$ cat config.mk
export PLATFORM = sky130hd
export DESIGN_NAME = cond_stage
export DESIGN_NICKNAME = d
export VERILOG_FILES = /design/src/rtl/cond_stage_pkg.sv /design/src/rtl/cond_stage_cond_check.sv /design/src/rtl/cond_stage.sv
export SDC_FILE = /design/constraint.sdc
export NUM_CORES = 1
export LEC_CHECK = 0
export BUFFER_PORTS_ARGS = -buffer_cell sky130_fd_sc_hd__buf_2
export CORE_MARGIN = 5
export CORE_UTILIZATION = 44
export CTS_BUF_LIST = sky130_fd_sc_hd__clkbuf_4
export CTS_CLUSTER_SIZE = 24
export DETAILED_ROUTE_END_ITERATION = 8
export PLACE_DENSITY = 0.69
export REMOVE_ABC_BUFFERS = 1
export SYNTH_ARGS = -nofsm -noshare
export SYNTH_HDL_FRONTEND = slang
export SYNTH_SLANG_ARGS = --single-unit
$ cat constraint.sdc
create_clock -name clk -period 5 [get_ports clk]
set_clock_uncertainty 0.1 [all_clocks]
set_input_delay 1 -clock clk [delete_from_list [all_inputs] [get_ports clk]]
set_output_delay 1 -clock clk [all_outputs]
set_load 0.03 [all_outputs]
$ cat src/rtl/cond_stage_pkg.sv
// Shared definitions for the conditional-execution stage.
// Condition-code encodings, NZCV bit positions and FlagW bit positions.
// No logic lives here; only constants used by cond_check and cond_stage.
`timescale 1ns/1ps
package cond_stage_pkg;

    // ARM condition-code encodings (Instr[31:28])
    localparam logic [3:0] COND_EQ = 4'b0000;
    localparam logic [3:0] COND_NE = 4'b0001;
    localparam logic [3:0] COND_CS = 4'b0010;
    localparam logic [3:0] COND_CC = 4'b0011;
    localparam logic [3:0] COND_MI = 4'b0100;
    localparam logic [3:0] COND_PL = 4'b0101;
    localparam logic [3:0] COND_VS = 4'b0110;
    localparam logic [3:0] COND_VC = 4'b0111;
    localparam logic [3:0] COND_HI = 4'b1000;
    localparam logic [3:0] COND_LS = 4'b1001;
    localparam logic [3:0] COND_GE = 4'b1010;
    localparam logic [3:0] COND_LT = 4'b1011;
    localparam logic [3:0] COND_GT = 4'b1100;
    localparam logic [3:0] COND_LE = 4'b1101;
    localparam logic [3:0] COND_AL = 4'b1110;
    // 1111 is executed unconditionally, same as AL
    localparam logic [3:0] COND_NV = 4'b1111;

    // Bit positions inside the {N,Z,C,V} vector
    localparam int FLAG_N = 3;
    localparam int FLAG_Z = 2;
    localparam int FLAG_C = 1;
    localparam int FLAG_V = 0;

    // Bit positions inside FlagW
    localparam int FLAGW_NZ = 1;
    localparam int FLAGW_CV = 0;

endpackage

$ cat src/rtl/cond_stage_cond_check.sv
// Condition-code evaluator: Cond and current NZCV in, pass out.
// Latency: purely combinational, zero cycles.
// Backpressure: none; it has no handshake of its own.
`timescale 1ns/1ps
module cond_check
    import cond_stage_pkg::*;
(
    input  logic [3:0] cond,
    input  logic [3:0] flags,
    output logic       pass
);

    logic n;
    logic z;
    logic c;
    logic v;

    assign n = flags[FLAG_N];
    assign z = flags[FLAG_Z];
    assign c = flags[FLAG_C];
    assign v = flags[FLAG_V];

    // Decode the condition field against the architectural flags
    always_comb begin
        pass = 1'b0;
        case (cond)
            COND_EQ: pass = z;
            COND_NE: pass = ~z;
            COND_CS: pass = c;
            COND_CC: pass = ~c;
            COND_MI: pass = n;
            COND_PL: pass = ~n;
            COND_VS: pass = v;
            COND_VC: pass = ~v;
            COND_HI: pass = c & ~z;
            COND_LS: pass = ~c | z;
            COND_GE: pass = (n == v);
            COND_LT: pass = (n != v);
            COND_GT: pass = ~z & (n == v);
            COND_LE: pass = z | (n != v);
            COND_AL: pass = 1'b1;
            COND_NV: pass = 1'b1;
            default: pass = 1'b1;
        endcase
    end

endmodule

$ cat src/rtl/cond_stage.sv
// Conditional-execution stage: holds NZCV, gates write strobes into a one-entry slot.
// Latency: 1 cycle from accept to out_valid/strobes and to the Flags port.
// Backpressure: in_ready = ~out_valid | out_ready; a stalled slot holds flags and counters.
`timescale 1ns/1ps
module cond_stage
    import cond_stage_pkg::*;
#(
    parameter int CNT_W = 16
) (
    input  logic             clk,
    input  logic             reset,
    input  logic             in_valid,
    output logic             in_ready,
    input  logic [3:0]       Cond,
    input  logic [3:0]       ALUFlags,
    input  logic [1:0]       FlagW,
    input  logic             PCS,
    input  logic             RegW,
    input  logic             MemW,
    input  logic             NoWrite,
    output logic             out_valid,
    input  logic             out_ready,
    output logic             PCSrc,
    output logic             RegWrite,
    output logic             MemWrite,
    output logic             CondEx,
    output logic [3:0]       Flags,
    output logic [CNT_W-1:0] exec_cnt,
    output logic [CNT_W-1:0] squash_cnt
);

    localparam logic [CNT_W-1:0] CNT_MAX = '1;

    logic       accept;
    logic       pass;
    logic [3:0] flags_q;

    // Evaluation always sees the flags from before this edge, so an
    // instruction accepted right after a flag setter sees its result.
    cond_check u_cond_check (
        .cond  (Cond),
        .flags (flags_q),
        .pass  (pass)
    );

    assign in_ready = ~out_valid | out_ready;
    assign accept   = in_valid & in_ready;
    assign Flags    = flags_q;

    // Architectural NZCV: only an executed instruction may write it
    always_ff @(posedge clk or negedge reset) begin
        if (!reset) begin
            flags_q <= 4'b0000;
        end else if (accept && pass) begin
            if (FlagW[FLAGW_NZ]) begin
                flags_q[FLAG_N] <= ALUFlags[FLAG_N];
                flags_q[FLAG_Z] <= ALUFlags[FLAG_Z];
            end
            if (FlagW[FLAGW_CV]) begin
                flags_q[FLAG_C] <= ALUFlags[FLAG_C];
                flags_q[FLAG_V] <= ALUFlags[FLAG_V];
            end
        end
    end

    // Slot valid: load on accept, drain when downstream takes it without a refill
    always_ff @(posedge clk or negedge reset) begin
        if (!reset) begin
            out_valid <= 1'b0;
        end else if (accept) begin
            out_valid <= 1'b1;
        end else if (out_ready) begin
            out_valid <= 1'b0;
        end
    end

    // Slot payload: gated strobes captured on accept, held otherwise
    always_ff @(posedge clk or negedge reset) begin
        if (!reset) begin
            CondEx   <= 1'b0;
            PCSrc    <= 1'b0;
            RegWrite <= 1'b0;
            MemWrite <= 1'b0;
        end else if (accept) begin
            CondEx   <= pass;
            PCSrc    <= PCS & pass;
            RegWrite <= RegW & pass & ~NoWrite;
            MemWrite <= MemW & pass;
        end
    end

    // Debug counters: one of the two advances per accept, saturating
    always_ff @(posedge clk or negedge reset) begin
        if (!reset) begin
            exec_cnt   <= '0;
            squash_cnt <= '0;
        end else if (accept) begin
            if (pass) begin
                if (exec_cnt != CNT_MAX) begin
                    exec_cnt <= exec_cnt + 1'b1;
                end
            end else begin
                if (squash_cnt != CNT_MAX) begin
                    squash_cnt <= squash_cnt + 1'b1;
                end
            end
        end
    end

endmodule
* Word-level counts from Yosys, hierarchy flattened
Index checks and enable logic that the tools add are counted.
** Word-level totals
- Register bits after elaboration :: 41
** Cells by class
- $add $sub $neg :: 2
- Eq/ne operators :: 19
- Muxes and demuxes :: 3
- Bitwise operators :: 17
- Reductions and logical operators :: 8
** Operators by type and width (number)
- adder 16 x 1 -> 16 bit (second input constant) :: 2
- == test 4 bit (second input constant) :: 8
- != test 16 bit (second input constant) :: 2
- == test 4 x 3 -> 1 bit (second input constant) :: 4
- one-hot mux 1 bit (15 select lines) :: 1
- == test 4 x 2 -> 1 bit (second input constant) :: 2
- bitwise AND 1 bit :: 7
- NOT 1 bit :: 7
- AND reduction 3 bit :: 2
- == test 4 x 1 -> 1 bit (second input constant) :: 1
- logical NOT 4 bit :: 1
- AND reduction 2 bit :: 2
- bitwise OR 1 bit :: 3
- 2-to-1 mux 1 bit :: 2
- nonzero test 2 bit :: 1
- OR reduction 2 bit :: 1
- == test 1 bit :: 1
- logical AND 1 bit :: 1
- != test 1 bit :: 1

* Logic depth before layout (Yosys ltp)
Gate-level depths: netlist (run 1).
- Depth in word-level cells :: 5
- Gate-level depth with buffers :: 9

* Cells and area by module
From an unflattened synthesis (run 1), not the netlist that was laid out.
** Unflattened totals
- Cells, all modules :: 206
- Area total of the unflattened synthesis :: 2259.7 µm²
** By module, submodules not included
- cond_stage :: times used 1, cells an instance 177, area an instance 2058.2 µm², seq. area each 1026.0 µm²
- cond_check :: times used 1, cells an instance 29, area an instance 201.4 µm², seq. area each 0.0 µm²

* Worst setup path after synthesis (run 1)
Ideal clock, no wire load.
- Kind :: input -> register
- Start point :: in Cond[0]
- End point :: reg exec_cnt[8]
- Setup time :: 134 ps
- Arrival time :: 2861 ps
- Data required time :: 4766 ps
- Path slack :: 1905 ps
- Stages on the path :: 9
- Buffers on the path :: 2
- Cells stage by stage :: buf_4 -> xor2_1 -> a22oi_1 -> o31ai_1 -> a2111oi_2 -> or3_1 -> buf_6 -> or4_4 -> xnor2_2
** Between the ends
- Word-level cells in the longest chain between the ends :: 4
- Elaborated cells on any way between the ends :: 19
- Classes of those cells :: eq/ne (15); mux (1); reduce/logical (3)
** Ends and longest elaborated chain
- start: declaration :: line cond_stage.sv:14 : input logic [3:0] Cond,
- == test 4 bit :: line cond_stage_cond_check.sv:26 : case (cond)
- OR reduction 2 bit (no source line)
- one-hot mux 1 bit (15 select lines) * :: line cond_stage_cond_check.sv:26
- AND reduction 3 bit (no source line) *
- end signal: assignment :: line cond_stage.sv:100 : exec_cnt <= exec_cnt + 1'b1;
- end: declaration :: line cond_stage.sv:28 : output logic [CNT_W-1:0] exec_cnt,
Every way passes the cells marked *; elsewhere a longest branch is shown, timed or not.
A chain may end at the register's enable or synchronous reset.

* Worst setup path after layout (run 1)
- Start point :: in Cond[3]
- End point :: reg squash_cnt[6]
** Between the ends
- Word-level cells in the longest chain between the ends :: 5
- Elaborated cells on any way between the ends :: 20
- Classes of those cells :: eq/ne (15); mux (1); bitwise (1); reduce/logical (3)
** Ends and longest elaborated chain
- == test 4 bit :: line cond_stage_cond_check.sv:26
- OR reduction 2 bit (no source line)
- one-hot mux 1 bit (15 select lines) * :: line cond_stage_cond_check.sv:26
- NOT 1 bit (no source line) *
- AND reduction 3 bit (no source line) *
- end signal: assignment :: line cond_stage.sv:104 : squash_cnt <= squash_cnt + 1'b1;
- end: declaration :: line cond_stage.sv:29 : output logic [CNT_W-1:0] squash_cnt
Marks and branches as above.

==> reports/results.ini, run 1 <==
[cts]
clk_latency_ns = 0.35
post_cts_resized = 0
path_clk_slew_ns = 0.13
hold_buffers = 0
clk_path_buf_depth = 2
cts_setup_buffers = 0
clock-sinks = 41
htreeDepth = 2
cts_buffers = 5
root_buffer = clkbuf_4
cts_tree = done

[critical_path]
cp-startpoint = Cond[3]
r2r_slack_ns = 2.08
crit_path_max_incr_delay_ns = 0.55
crit_fanout = 14
endpoint_kind = register
crit_arrival_ns = 3.39
cp-start-kind = primary input
worstPathCellList = buf_2 -> and3b_1 -> o311ai_1 -> o31ai_1 -> a2111oi_2 -> o211ai_1 -> or3_1 -> xnor2_1
worstReg2RegStart = Flags[0]
rr_worst_depth = 7
path_class = in2reg
cp_slowest_cell = o211ai_1
crit_required_ns = 5.14
r2r_end = squash_cnt[6]

[layout]
num_antenna_cells = 0
final_common_cell = buf_2
layout_common_cells = buf_2, dfrtp_1, nand2_1, xor2_1
final_nets = 286
layout-drive-gt1-share_pct = 29.2
post-route-util_pct = 54.1
syn_to_final_growth_pct = 19.3

[place]
dp_hpwl_mm = 3.41
io_buffer_count = 59
place.gp.congestion = 0.792

[worst_hold_path]
min_path_type = reg2reg
hold_depth = 2
hold-path-endpoint = CondEx
min-delay-start = CondEx

[run_status]
status = finished clean

[route]
drtIter0Drc = 54
drt-vias-per-instance = 5.43
drc = 0
wl_per_cell_um = 14.5
first_pass_iters = 4
postRouteAntennaNets = 0
num_vias = 1744
postRouteWirelength_mm = 4.64

[yosys]
ys_warn_count = 0
ys_types = 44
syn_area_mm2 = 0.00213
synth_edf_count = 0
yosysSeqAreaShare_pct = 48.3
ys_ff_latch = 41
syn_inst = 204
synth-async-reset-ratio_pct = 100
ys.flop_type = dfrtp_1
postSynthAreaPerCell_um2 = 10.4

[sta]
fin_crit_ns = 3.26
setup-tns-final_ns = 0
finalHoldViolations = 0
whs_ns = 0.391
setup_viol = 0
maxSlewHeadroom_pct = 25.5
drv_slew = 0
period_share_pct = 65.1
max_slew.worst_pin.slew_ns = 1.11
grt_setup_unrepaired = no
max_freq_mhz = 307

[global_route]
grt_pass1_wl_mm = 8.06
first_global_vias = 1734
antenna_found_initial = 0
grt_max_degree = 42
grt_overflow = 0
grtUsageTotal_pct = 16.2

[floorplanning]
row_count = 25
fp.dieArea_mm2 = 0.00632
io_pins = 60
die_y_um = 79.5
fp.dieW_um = 79.5
coreArea_mm2 = 0.00469
initial_core_util_pct = 45.3

[pwr]
ir_worst_vdd_v = 0.000282
p_leak_nw = 1.25
cellPowerDensity_mw_per_mm2 = 444

[flow_run]
maxCapViolations = 0

registers in the layout (all words and copies together) (netlist names):
name and count:
exec_cnt 16, squash_cnt 16, Flags 4, CondEx 1, MemWrite 1, PCSrc 1, RegWrite 1, out_valid 1
worst max-delay path: cells and delay by family:
kind | cells | cell delay (ns)
xor+xnor | 1 | 0.14
compound gates | 4 | 1.38
buf+inv | 1 | 0.17
simple gates | 2 | 0.70
cell type report:
class / count / area, um^2
Multi-Input combinational cell: 153 / 1040
Clock inverter: 2 / 33.8
Clock buffer: 6 / 45.0
Fill cell: 449 / 2160
Timing Repair Buffer: 61 / 310
Tap cell: 54 / 67.6
Sequential cell: 41 / 1030
Inverter: 4 / 15.0
Yosys cell counts, drive strengths merged (2+ instances only):
cell,instances,share of area (%)
nor4,2,0.59
nor2b,3,0.88
dfrtp,41,48
or3,4,1.2
nor2,13,2.3
ha,2,1.2
and3,6,1.8
nor4b,3,1.2
nand2,21,3.7
nand4,8,2.4
xor2,15,6.2
xnor2,14,6.1
nor3,10,2.8
nand2b,7,2.1
nand3,13,3.1
a22o,2,0.82
mux2,8,4.2
buf,5,2.0
nand3b,2,0.71
inv,4,0.71
a31oi,3,0.88
metrics by stage:
| step | worst slack, ns | total power, mW | instances | area, um^2 |
|---|---|---|---|---|
| 4_1_cts | 1.74 | 1.14 | 321 | 2540 |
| 2_1_floorplan | 1.92 | 0.776 | 198 | 2080 |
| 3_5_place_dp | 1.36 | 0.917 | 313 | 2460 |
| 5_1_grt | 1.54 | 1.20 | 321 | 2540 |
| 6_report | 1.74 | 1.13 | 321 | 2540 |
| 3_3_place_gp | 1.45 | 0.909 | 313 | 2460 |
worst max path at each step:
stage	cells after the start	end	slack [ns]
6_report	8	squash_cnt[6]	1.74
5_1_grt	8	squash_cnt[6]	1.54
4_1_cts	8	squash_cnt[6]	1.74
3_5_place_dp	8	squash_cnt[6]	1.36
3_3_place_gp	8	squash_cnt[6]	1.45
2_1_floorplan	7	squash_cnt[6]	1.92
layer usage:
metal,global-route usage [%],vias up,wire (um)
li1,-,848,-
met5,0,-,0
met1,21.1,838,2130
met3,3.61,9,276
met2,26.1,49,2140
met4,6.36,0,101
report_power, final:
part | internal (mW) | switching (mW)
Clock | 0.110 | 0.111
Sequential | 0.401 | 0.0875
Combinational | 0.148 | 0.270
logic make-up (layout without fill, tap and decap cells):
| kind of cell | count (synthesis) | in the layout | synth area share (%) |
|---|---|---|---|
| simple gates | 97 | 97 | 24.7 |
| flops | 41 | 41 | 48.3 |
| xor+xnor | 29 | 29 | 12.3 |
| compound gates | 16 | 16 | 6.00 |
| buf+inv | 10 | 73 | 2.88 |
| mux | 9 | 9 | 4.71 |
| fa+ha+maj | 2 | 2 | 1.18 |
Note: power is estimated with default switching activity, not from simulation.
==> run 2, diff against run 1 <==
- PLACE_DENSITY: 0.69 -> 0.72
- clock period: 5 -> 2.86 ns (I/O delays scaled with it)
==> run 2 against run 1 <==
Compared with the run above:
- wire length grew 0.62%
- register-to-register slack lost 1.9 ns
- via count grew 1.3%
- clock power grew 31%
- largest cell class unchanged
- hold slack lost 0.17 ns
- die area is the same
- sequential share of layout area shrank 0.92 points
- highest routed layer unchanged
- non-clock buffer count grew 11
==> reports/results.ini, run 2 (synthesized netlist as in run 1, its figures left out) <==
[global_route]
first_global_vias = 1736  ; +0.12%
grtUsageTotal_pct = 16.1  ; -0.11 points
antenna_found_initial = 0  ; unchanged
grt_max_degree = 42  ; unchanged
grt_pass1_wl_mm = 8.16  ; +1.3%
grt_overflow = 0  ; unchanged

[sta]
grt_setup_unrepaired = yes
period_share_pct = 93.7
maxSlewHeadroom_pct = 39.5  ; +14 points
drv_slew = 0  ; unchanged
finalHoldViolations = 0  ; unchanged
max_slew.worst_pin.slew_ns = 0.907  ; -0.206 ns
setup_viol = 0  ; unchanged
max_freq_mhz = 373
fin_crit_ns = 2.68

[route]
drc = 0  ; unchanged
num_vias = 1766  ; +1.3%
top_layer = met4
first_pass_iters = 4  ; unchanged
postRouteAntennaNets = 0  ; unchanged
drtIter0Drc = 82  ; +52%
postRouteWirelength_mm = 4.67  ; +0.62%
wl_met3_um = 266  ; -3.6%
drt-vias-per-instance = 5.32  ; -2.1%
wl_per_cell_um = 14.1  ; -2.7%
wl_met1_mm = 2.23  ; +4.6%
route.met2.wl_mm = 2.12  ; -0.94%

[layout]
final_nets = 297  ; +3.8%
post-route-util_pct = 55.3  ; +1.3 points
layout-drive-gt1-share_pct = 32.4  ; +3.2 points
final_common_cell = buf_2
fillers = 429  ; -4.5%
final_area_mm2 = 0.00259  ; +2.3%
syn_to_final_growth_pct = 22.1
layout_common_cells = buf_2, dfrtp_1, nand2_1, xor2_1
fin_cells = 332  ; +3.4%
num_antenna_cells = 0  ; unchanged

[cts]
path_clk_slew_ns = 0.14  ; about the same
cts_tree = done
clk_latency_ns = 0.36  ; about the same
htreeDepth = 2  ; unchanged
post_cts_resized = 0  ; unchanged
root_buffer = clkbuf_4
hold_buffers = 0  ; unchanged
clk_path_buf_depth = 2  ; unchanged
cts_setup_buffers = 0  ; unchanged
cts_buffers = 5  ; unchanged
clock-sinks = 41  ; unchanged

[critical_path]
cp_slowest_cell = or4_4
crit_required_ns = 2.99  ; -2.15 ns
path_class = reg2reg
worstPathCellList = xor2_1 -> o2bb2ai_1 -> mux2i_1 -> a2111oi_2 -> buf_4 -> or3_1 -> or4_4 -> xnor2_2
crit_fanout = 7  ; -7
crit_arrival_ns = 2.81  ; -0.58 ns
cp-start-kind = register
crit_path_max_incr_delay_ns = 0.58  ; +0.03 ns
endpoint_kind = register

[pwr]
p_leak_nw = 1.29  ; +3.1%
finalPower_mw = 1.91  ; +69%
ir_worst_vdd_v = 0.000569  ; +100%
cellPowerDensity_mw_per_mm2 = 734  ; +65%

[place]
dp.cells = 324  ; +3.5%
postPlaceCellArea_mm2 = 0.00254  ; +3.4%
dp_hpwl_mm = 3.45  ; +1.3%
place.gp.congestion = 0.831  ; +4.9%
io_buffer_count = 59  ; unchanged

[floorplanning]
die_y_um = 79.5  ; unchanged
fp.dieArea_mm2 = 0.00632  ; unchanged
fp.dieW_um = 79.5  ; unchanged
coreArea_mm2 = 0.00469  ; unchanged
initial_core_util_pct = 45.3  ; unchanged
io_pins = 60  ; unchanged
row_count = 25  ; unchanged

[flow_run]
maxCapViolations = 0  ; unchanged

[run_status]
status = finished clean

[worst_hold_path]
min_path_type = in2async

==> run 2: power by group <==
part | internal, mW | total, mW | switching [mW] | leakage, nW
Combinational | 0.284 | 0.760 | 0.475 | 0.727
Clock | 0.0930 | 0.289 | 0.196 | 0.0310
Sequential | 0.701 | 0.856 | 0.155 | 0.529
Total | 1.08 | 1.91 | 0.827 | 1.29
==> run 2: final cells by class <==
cell class,instances,area (um^2),share of cell area [%]
clock buffers,5,37.5,1.45
inverters,4,15.0,0.579
multi-input cells,153,1040,40.0
clock inverters,3,17.5,0.675
well taps,54,67.6,2.60
repair buffers,72,393,15.1
flip-flops and latches,41,1030,39.5
==> run 2: final timing paths <==
path / startpoint / to / slack [ns] / cells after the start
max: Flags[0] / exec_cnt[8] / 0.18 / 8
min: reset / squash_cnt[8] / 0.22 / 1
max reg2reg: Flags[0] / exec_cnt[8] / 0.18 / 8
min reg2reg: CondEx / CondEx / 0.40 / 2
max in group asynchronous: reset / exec_cnt[12] / 1.85 / 1
min in group clk: in_valid / out_valid / 0.32 / 2
==> run 2: metal layers <==
metal / vias up / global-route usage, %
met4: 0 / 4.64
li1: 873 / -
met3: 6 / 3.61
met2: 41 / 25.5
met1: 846 / 22.1
met5: - / 0
==> run 2: worst max-delay path: cells and delay by family, from the launching register on <==
kind            cells  cell delay [ns]
flops               1             0.47
simple gates        2             1.01
buf+inv             1             0.15
xor+xnor            2             0.34
compound gates      2             0.26
mux                 1             0.24
==> run 2: metrics by stage <==
| stage | hold WS [ns] | setup slack [ns] | setup TNS (ns) |
|---|---|---|---|
| after detailed placement | 0.366 | -0.0515 | -0.192 |
| after CTS | 0.253 | 0.168 | 0 |
| after floorplan | 0.176 | 0.177 | 0 |
| after global routing | 0.292 | -0.000228 | -0.000228 |
| final | 0.224 | 0.179 | 0 |
| after global placement | 0.367 | 0.0129 | 0 |
==> run 3, diff against run 2 <==
--- a/config.mk
+++ b/config.mk
@@ -12,4 +12,5 @@
 export CTS_CLUSTER_SIZE = 24
 export DETAILED_ROUTE_END_ITERATION = 8
+export MAX_ROUTING_LAYER = met4
 export PLACE_DENSITY = 0.72
 export REMOVE_ABC_BUFFERS = 1
==> constraint.sdc (replaced) <==
create_clock -name clk -period 2.86 [get_ports clk]
set_clock_uncertainty 0.1 [all_clocks]
set_input_delay 0.143 -clock clk [delete_from_list [all_inputs] [get_ports clk]]
set_output_delay 0.143 -clock clk [all_outputs]
set_load 0.03 [all_outputs]
==> run 3 against run 2 <==
Compared with the run above:
- critical path type unchanged
- cell count grew 0.90%
- critical endpoint is now squash_cnt[1]
- die area did not move
- global-route usage grew 0.49 points
- first-iteration DRC count down 27%
- final area rose by 3.0%
- critical path depth unchanged
- count of clock-buffer cells in the layout unchanged
- via count up 1.2%
- register-to-register slack better by 0.14 ns
- hold slack got worse by 0.20 ns
==> reports/results.ini, run 3 (synthesized netlist as in run 1, its figures left out) <==
[run_status]
status = finished clean

[flow_run]
maxCapViolations = 0  ; unchanged

[cts]
clk_latency_ns = 0.35  ; about the same
cts_buffers = 5  ; unchanged
clk_path_buf_depth = 2  ; unchanged
root_buffer = clkbuf_4
path_clk_slew_ns = 0.12  ; -0.02 ns
clock-sinks = 41  ; unchanged
htreeDepth = 2  ; unchanged
cts_tree = done

[layout]
syn_to_final_growth_pct = 25.7
final_nets = 301  ; +1.3%
post-route-util_pct = 57.0  ; +1.7 points
final_common_cell = buf_2
layout_common_cells = buf_2, dfrtp_1, nand2_1, xor2_1
layout-drive-gt1-share_pct = 29.9  ; -2.5 points
num_antenna_cells = 0  ; unchanged

[place]
place.gp.congestion = 0.882  ; +6.1%
io_buffer_count = 59  ; unchanged
dp_hpwl_mm = 3.44  ; -0.34%

[floorplanning]
row_count = 25  ; unchanged
fp.dieW_um = 79.5  ; unchanged
coreArea_mm2 = 0.00469  ; unchanged
die_y_um = 79.5  ; unchanged
fp.dieArea_mm2 = 0.00632  ; unchanged
initial_core_util_pct = 45.3  ; unchanged
io_pins = 60  ; unchanged

[sta]
grt_setup_unrepaired = no
setup_viol = 0  ; unchanged
period_share_pct = 88.8  ; -4.9 points
fin_crit_ns = 2.54  ; -0.141 ns
setup-tns-final_ns = 0  ; unchanged
finalHoldViolations = 0  ; unchanged
maxSlewHeadroom_pct = 39.1  ; -0.37 points
drv_slew = 0  ; unchanged
max_freq_mhz = 394  ; +5.6%
max_slew.worst_pin.slew_ns = 0.913  ; +0.00556 ns

[pwr]
cellPowerDensity_mw_per_mm2 = 744  ; +1.4%
p_leak_nw = 1.31  ; +1.8%
ir_worst_vdd_v = 0.000469  ; -18%

[critical_path]
path_class = reg2reg
cp-start-kind = register
crit_required_ns = 3.00  ; about the same
crit_arrival_ns = 2.68  ; -0.13 ns
endpoint_kind = register
crit_fanout = 9  ; +2

[global_route]
grt_max_degree = 42  ; unchanged
grt_overflow = 0  ; unchanged
first_global_vias = 1715  ; -1.2%
antenna_found_initial = 0  ; unchanged
grtUsageTotal_pct = 16.6  ; +0.49 points
grt_pass1_wl_mm = 8.08  ; -1.0%

[route]
wl_per_cell_um = 14.1  ; +0.36%
postRouteWirelength_mm = 4.73  ; +1.3%
num_vias = 1788  ; +1.2%
postRouteAntennaNets = 0  ; unchanged
first_pass_iters = 4  ; unchanged
drtIter0Drc = 60  ; -27%
drt-vias-per-instance = 5.34  ; +0.34%
drc = 0  ; unchanged

[worst_hold_path]
min_path_type = in2reg

[run 3: cell count changes in the layout (fill, tap and decap cells not counted), sizes merged]
cell,delta
clkinvlp,-1
buf,-6
dlygate4sd3,+10
clkinv,-1
bufinv,+1
[run 3: cell type report]
type	instances	area, um^2
clock buffer	5	37.5
clock inverter	2	35.0
fill	417	2020
inverter	4	15.0
multi-input combinational	153	1040
sequential	41	1030
tap	54	67.6
timing repair buffer	76	448
[run 3: critical path, cell delays in order (launching register included)]
cell and delay (ns):
dfrtp_1 0.47, and3b_1 0.22, o311ai_1 0.27, o31ai_1 0.14, a2111oi_2 0.43, o211ai_1 0.15, buf_4 0.19, buf_4 0.16
mux2_1 0.31
[run 3: through the flow]
| stage | hold WS [ns] | power [mW] | setup slack (ns) | cells | instance area (um^2) |
|---|---|---|---|---|---|
| after floorplan | -0.253 | 1.36 | 0.177 | 198 | 2080 |
| after global placement | 0.226 | 1.60 | 0.252 | 316 | 2480 |
| after detailed placement | 0.232 | 1.61 | 0.164 | 316 | 2480 |
| after CTS | 0.0213 | 2.00 | 0.174 | 333 | 2650 |
| after global routing | 0.0102 | 2.11 | 0.152 | 335 | 2670 |
| final | 0.0255 | 1.99 | 0.320 | 335 | 2670 |
[run 3: layer usage]
layer  track usage [%]  up-vias  routed length (um)  part of all wire, %
li1                  -      879                   -                    -
met1              21.4      857                2230                   47
met2              26.2       48                2190                   46
met3              3.50        4                 257                  5.4
met4              5.33        0                  54                  1.1
met5                 -        -                   0                    0
[run 3: repair_timing]
action | in CTS | in global routing
hold buffers | 10 | 0
gates resized for setup | 0 | 1
setup endpoints to repair | 0 | 8
endpoints found under the hold margin | 49 | 0
buffers inserted | 0 | 2
[run 3: path summary, 6_finish.rpt]
kind / from / endpoint / slack, ns / cells after the start
min: NoWrite / RegWrite / 0.03 / 3
max reg2reg: Flags[0] / squash_cnt[1] / 0.32 / 8
max: Flags[0] / squash_cnt[1] / 0.32 / 8
min in group asynchronous: reset / squash_cnt[9] / 0.35 / 2
max in group asynchronous: reset / RegWrite / 1.74 / 2
min reg2reg: squash_cnt[5] / squash_cnt[5] / 0.40 / 1
[run 3: power breakdown]
group | internal (mW) | switching (mW) | total [mW]
Combinational | 0.284 | 0.478 | 0.761
Clock | 0.178 | 0.192 | 0.370
Sequential | 0.701 | 0.157 | 0.858
Total | 1.16 | 0.826 | 1.99
